--- src/rtl/car_state_ctrl.sv ---
// Driving-mode controller: power buttons and pedals in, one-hot car state out.
// Long-press power-on, immediate power-off, stall rules and idle auto-off.
module car_state_ctrl #(
    parameter int LONG_PRESS   = 100_000_000,
    parameter int IDLE_TIMEOUT = 1_000_000_000
) (
    input  logic       clk,
    input  logic       rst,
    input  logic       power_btn,
    input  logic       power_off_btn,
    input  logic       throttle,
    input  logic       brake,
    input  logic       clutch,
    input  logic       reverse,
    output logic [3:0] state,
    output logic       reverse_mode
);

    typedef enum logic [3:0] {
        S_OFF          = 4'b0000,
        S_NOT_STARTING = 4'b0001,
        S_STARTING     = 4'b0010,
        S_MOVING       = 4'b0100
    } state_t;

    localparam int PW = (LONG_PRESS > 1) ? $clog2(LONG_PRESS) : 1;
    localparam logic [PW-1:0] PRESS_MAX = PW'(LONG_PRESS - 1);
    localparam logic [29:0]   IDLE_MAX  = 30'(IDLE_TIMEOUT - 1);

    logic [5:0]    r_sync1;
    logic [5:0]    r_sync2;
    state_t        r_state;
    logic          r_rev;
    logic [PW-1:0] r_press_cnt;
    logic [29:0]   r_idle_cnt;

    logic w_in_pwr;
    logic w_pwr_s;
    logic w_poff_s;
    logic w_thr_s;
    logic w_brake_s;
    logic w_clutch_s;
    logic w_rev_s;
    logic w_rev_diff;
    logic w_active;

    assign w_in_pwr   = power_btn;
    assign w_pwr_s    = r_sync2[5];
    assign w_poff_s   = r_sync2[4];
    assign w_thr_s    = r_sync2[3];
    assign w_brake_s  = r_sync2[2];
    assign w_clutch_s = r_sync2[1];
    assign w_rev_s    = r_sync2[0];
    assign w_rev_diff = w_rev_s != r_rev;
    assign w_active   = w_thr_s | w_brake_s | w_clutch_s | w_rev_diff;

    always_ff @(posedge clk or posedge rst) begin
        if (rst) begin
            r_sync1 <= '0;
            r_sync2 <= '0;
        end else begin
            r_sync1 <= {w_in_pwr, power_off_btn, throttle, brake, clutch, reverse};
            r_sync2 <= r_sync1;
        end
    end

    // Counters default to clear; only the states that own them keep counting.
    always_ff @(posedge clk or posedge rst) begin
        if (rst) begin
            r_state     <= S_OFF;
            r_rev       <= 1'b0;
            r_press_cnt <= '0;
            r_idle_cnt  <= '0;
        end else begin
            r_press_cnt <= '0;
            r_idle_cnt  <= '0;
            if (r_state == S_OFF)
                r_rev <= 1'b0;
            else if (r_state == S_MOVING && !w_clutch_s)
                r_rev <= r_rev;
            else
                r_rev <= w_rev_s;

            if (r_state != S_OFF && w_poff_s) begin
                r_state <= S_OFF;
            end else begin
                unique case (r_state)
                    S_OFF: begin
                        if (w_pwr_s && !w_poff_s) begin
                            if (r_press_cnt == PRESS_MAX)
                                r_state <= S_NOT_STARTING;
                            else
                                r_press_cnt <= r_press_cnt + PW'(1);
                        end
                    end
                    S_NOT_STARTING: begin
                        if (w_thr_s && !w_clutch_s)
                            r_state <= S_OFF;
                        else if (w_thr_s && w_clutch_s && !w_brake_s)
                            r_state <= S_STARTING;
                        else if (r_idle_cnt == IDLE_MAX)
                            r_state <= S_OFF;
                        else if (!w_active)
                            r_idle_cnt <= r_idle_cnt + 30'd1;
                    end
                    S_STARTING: begin
                        if (w_brake_s)
                            r_state <= S_NOT_STARTING;
                        else if (w_thr_s && !w_clutch_s)
                            r_state <= S_MOVING;
                    end
                    S_MOVING: begin
                        if (!w_clutch_s && w_rev_diff) begin
                            r_state <= S_OFF;
                            r_rev   <= 1'b0;
                        end else if (w_brake_s) begin
                            r_state <= S_NOT_STARTING;
                        end else if (w_clutch_s || !w_thr_s) begin
                            r_state <= S_STARTING;
                        end
                    end
                    default: r_state <= S_OFF;
                endcase
            end
        end
    end

    assign state        = r_state;
    assign reverse_mode = r_rev;

endmodule

--- config.mk ---
export PLATFORM = sky130hd
export DESIGN_NAME = car_state_ctrl
export DESIGN_NICKNAME = d
export VERILOG_FILES = /design/src/rtl/car_state_ctrl.sv
export SDC_FILE = /design/constraint.sdc
export NUM_CORES = 1
export LEC_CHECK = 0
export ABC_CLOCK_PERIOD_IN_PS = 3200
export BUFFER_PORTS_ARGS = -buffer_cell sky130_fd_sc_hd__buf_2
export CAP_MARGIN = 10
export CORE_UTILIZATION = 64
export CTS_BUF_LIST = sky130_fd_sc_hd__clkbuf_4
export DETAILED_ROUTE_END_ITERATION = 7
export PLACE_DENSITY = 0.9
export SLEW_MARGIN = 20
export SYNTH_ARGS = -nofsm -noshare
export SYNTH_HDL_FRONTEND = slang
export SYNTH_SLANG_ARGS = --single-unit
--- constraint.sdc ---
create_clock -name clk -period 3.2 [get_ports clk]
set_input_delay 0.64 -clock clk [delete_from_list [all_inputs] [get_ports clk]]
set_output_delay 0.64 -clock clk [all_outputs]
set_load 0.01 [all_outputs]
==> summary.md <==
| Metric | Value |
|---|---|
| Outcome | finished, final reports clean |
| TritonCTS clock tree | done |
| Worst clock skew | roughly 0.022 ns |
| Cell count of the worst reg-to-reg path | 4 |
| Post-Syn Area per Cell | 9.754 um^2 |
| Post-CTS Hold Buffers | 0 |
| Path category of the worst min-delay check | in2async |
| GRT Resource Usage Total | 28.09% |
| Number of flip-flops and latches in the synthesized netlist | 73 |
| Max rail drop VDD | 0.2883 mV |
| Minimum period implied by the final worst setup slack | 2.292 ns |
| Layout Area Growth over Synthesis | 7.828% |
| Total power density per cell area | 420.9 nW/um^2 |
| Rel. slew slack | 54.95% |
| Diodes inserted | 0 |
| EDFF count, synth | 0 |
| DR DRC count | 0 |
| Master cell of the clock root buffer | clkbuf_4 |
| Cts bufs inserted | 9 |
| Share of cells above drive strength 1 | 9.278% |
| Launching instance or port of the critical path | r_idle_cnt[4] |
| DR WL/cell | 15.81 um |
| Global placer's final weighted congestion | 0.9093 |
| Max-cap violation count | 0 |
| Final Slew Violations | 0 |
| Cell count after synthesis | 372 |
| Gate family responsible for the most delay along the worst path | simple AND/OR/NAND/NOR gates |
| Sequential cell area fraction in the yosys report | 50.34% |
| CTS Buffer Depth | 2 |
| Total of buffers placed on input and output ports | 11 |
| Gates resized, CTS repair | 0 |
| DRC violation total after the first TritonRoute iteration | about 210 |
| Type of element capturing the critical path | register |
| Via count of the first global-routing pass | 2,899 |
| Critical path cell sequence | and4_1 > nand3_1 > or4b_2 > a21oi_1 |
| CTS clk-pin slew, worst paths | 0.13 ns |
| Commonest non-fill, non-tap cells in the layout | dfrtp_1 (73), nor2_1 (31), a21oi_1 (28) |
| HPWL after DPL | 4710 um |
| Synth unique cells | 45 |
| Final Hold Vio Count | 0 |
| Die outline area | between 5000 and 6000 um^2 |
| Post-synth ARST share | 100.0% |
| CP startpoint kind | register |
| Cell type with the highest aggregate area in the netlist | dfrtp_1 |
| Total number of vias | slightly below 3,000 |
| Start of the worst register-to-register path | r_idle_cnt[4] |
| Initial antenna violation count | 0 |
| Data arrival time at the worst-slack endpoint | around 2.7 ns |
| Top area cells in the synthesized netlist | dfrtp_1 (50%), a21oi_1 (3.9%), xor2_1 (3.9%), nor2_1 (3.2%), nand3_1 (3.0%) |
| Most frequent standard cell in the layout excluding fill and tap cells | dfrtp_1 |
| Die span in y | 77.30 um |
| Worst Path Required | 3.56 ns |
| Final clock period utilization by the worst path | a little under three quarters |
| Number of buffer and inverter instances along the worst setup path | 0 |
| Ys flop type | dfrtp_1 |
| Number of H-tree branching levels | 3 |
| Starting density of the core | 66.30% |
| Number of non-filler instances in the completed layout | 460 |
| Pin slew with the least headroom to its limit | 0.6664 ns |
| Yosys top cell area share | 50.34% |
| # IOs | 13 |
| Count of synthesis-stage warnings from yosys | 0 |
| Setup_tns | 0 ns |
| DP Cell Count | 444 |
| Maximum number of pins on one net before global-route repair | 31 |
| Wire length of the first global-routing pass | 13,100 um |
| End of the worst register-to-register path | r_idle_cnt[29] |
| Filler instances | 403 |
| RSZ-0062 raised after global routing | no |
| Core ar. | between 5000 and 6000 um^2 |
| Setup Viol. Count Final | 0 |
| Maximum operating frequency | 436.3 MHz |
| Clock insertion delay at the later pin of the skew report | 0.43 ns |
| Die W | a little under 80 um |
| Count of nets after finishing | roughly 390 |
| Start-to-end type of the worst setup path | reg2reg |
| Cell Rows | 27 |
| Number of vias per cell after detailed routing | 6.326 |
| Number of optimization iterations in the first detailed-route pass | 4 |
| Synthesized netlist net count | between 300 and 400 |
| Remaining global-route overflow | 0 |
| Worst R2R Setup Slack | around 0.91 ns |
| Final Total Pwr | 1647 uW |
| Slowest cell on the critical path | or4b_2 |
| Largest incremental delay on the critical path | 0.74 ns |
| Netlist area before placement | 3628 um^2 |
| LEAKAGE | 0.001517 uW |
| Final antenna-violating net count | 0 |
| Total number of clock tree sinks | 73 |
| Crit-path max FO | 13 |
| Routed wire length | roughly 7300 um |
| Setup fix buffers added after clock tree synthesis | 0 |
[cell families (layout without fill, tap and decap cells)]
logic type / count (synthesis) / in the layout / synth area share (%)
AND/OR/NAND/NOR: 167 / 167 / 27.03
AO/OA/AOI/OAI: 73 / 73 / 11.90
flip-flops: 73 / 73 / 50.34
buffers and inverters: 28 / 44 / 3.103
XOR/XNOR: 26 / 26 / 6.276
adder cells (fa/ha/maj): 3 / 3 / 0.9654
other: 1 / 1 / 0.1033
multiplexers: 1 / 1 / 0.2759
[flip-flops by register name, indices dropped and copies added (netlist names)]
name / cells
r_idle_cnt: 30
r_press_cnt: 27
r_sync1: 6
r_sync2: 6
reverse_mode: 1
state: 3
[worst max path at each step]
stage	endpoint	slack [ns]	depth (start not counted)
floorplan	r_idle_cnt[0]	0.71	1
global placement	r_press_cnt[26]	1.04	5
detailed placement	r_idle_cnt[29]	0.95	4
CTS	r_idle_cnt[29]	0.93	4
global route	r_press_cnt[26]	0.75	5
finish	r_idle_cnt[29]	0.91	4
[per-layer routing]
layer / global-route usage, % / vias to the layer above / share of wire, %
li1: - / 1395 / -
met1: 36.40 / 1413 / 43
met2: 44.51 / 85 / 51
met3: 8.095 / 17 / 4.1
met4: 11.13 / 0 / 1.9
met5: 0 / - / 0
[power by group]
group / total, uW / switching, uW / internal (uW)
sequential: 938 / 7.32 / 931
combinational: 38.7 / 28.5 / 10.2
clock: 670 / 347 / 323
total: 1650 / 383 / 1260
[final cells by class]
cell class / count / area, um^2 / share of cell area [%]
multi-input cells: 271 / 1689 / 43.17
inverters: 12 / 45.04 / 1.151
repair buffers: 16 / 92.59 / 2.366
clock inverters: 7 / 101.3 / 2.590
well taps: 72 / 90.09 / 2.303
clock buffers: 9 / 67.56 / 1.727
flip-flops and latches: 73 / 1827 / 46.69
[through the flow]
step	setup slack [ns]	utilization (%)	instance area (um^2)	hold WS, ns
final	0.9082	71.49	3913	0.1805
after detailed placement	0.9538	68.40	3744	0.3347
after floorplan	0.7067	-	3628	0.3312
after global routing	0.7466	71.49	3913	0.1976
after global placement	1.038	68.40	3744	0.3327
after CTS	0.9306	71.49	3913	0.1789
[cells in the mapped netlist (all sizes together), types with 2 or more instances]
library cell / n
o32ai: 2
ha: 2
and4: 10
nor2: 31
dfrtp: 73
or4: 12
inv: 12
nor4b: 4
or3: 14
nand4: 18
buf: 5
and3b: 2
nand3b: 2
nor4: 6
and3: 9
clkbuf: 11
nand2: 19
nand3: 22
nand4b: 2
or4b: 3
xnor2: 10
xor2: 16
o311ai: 2
nor2b: 5
a21oi: 28
o21ai: 21
o31ai: 14
and2: 5
(Power assumes the default switching activity.)
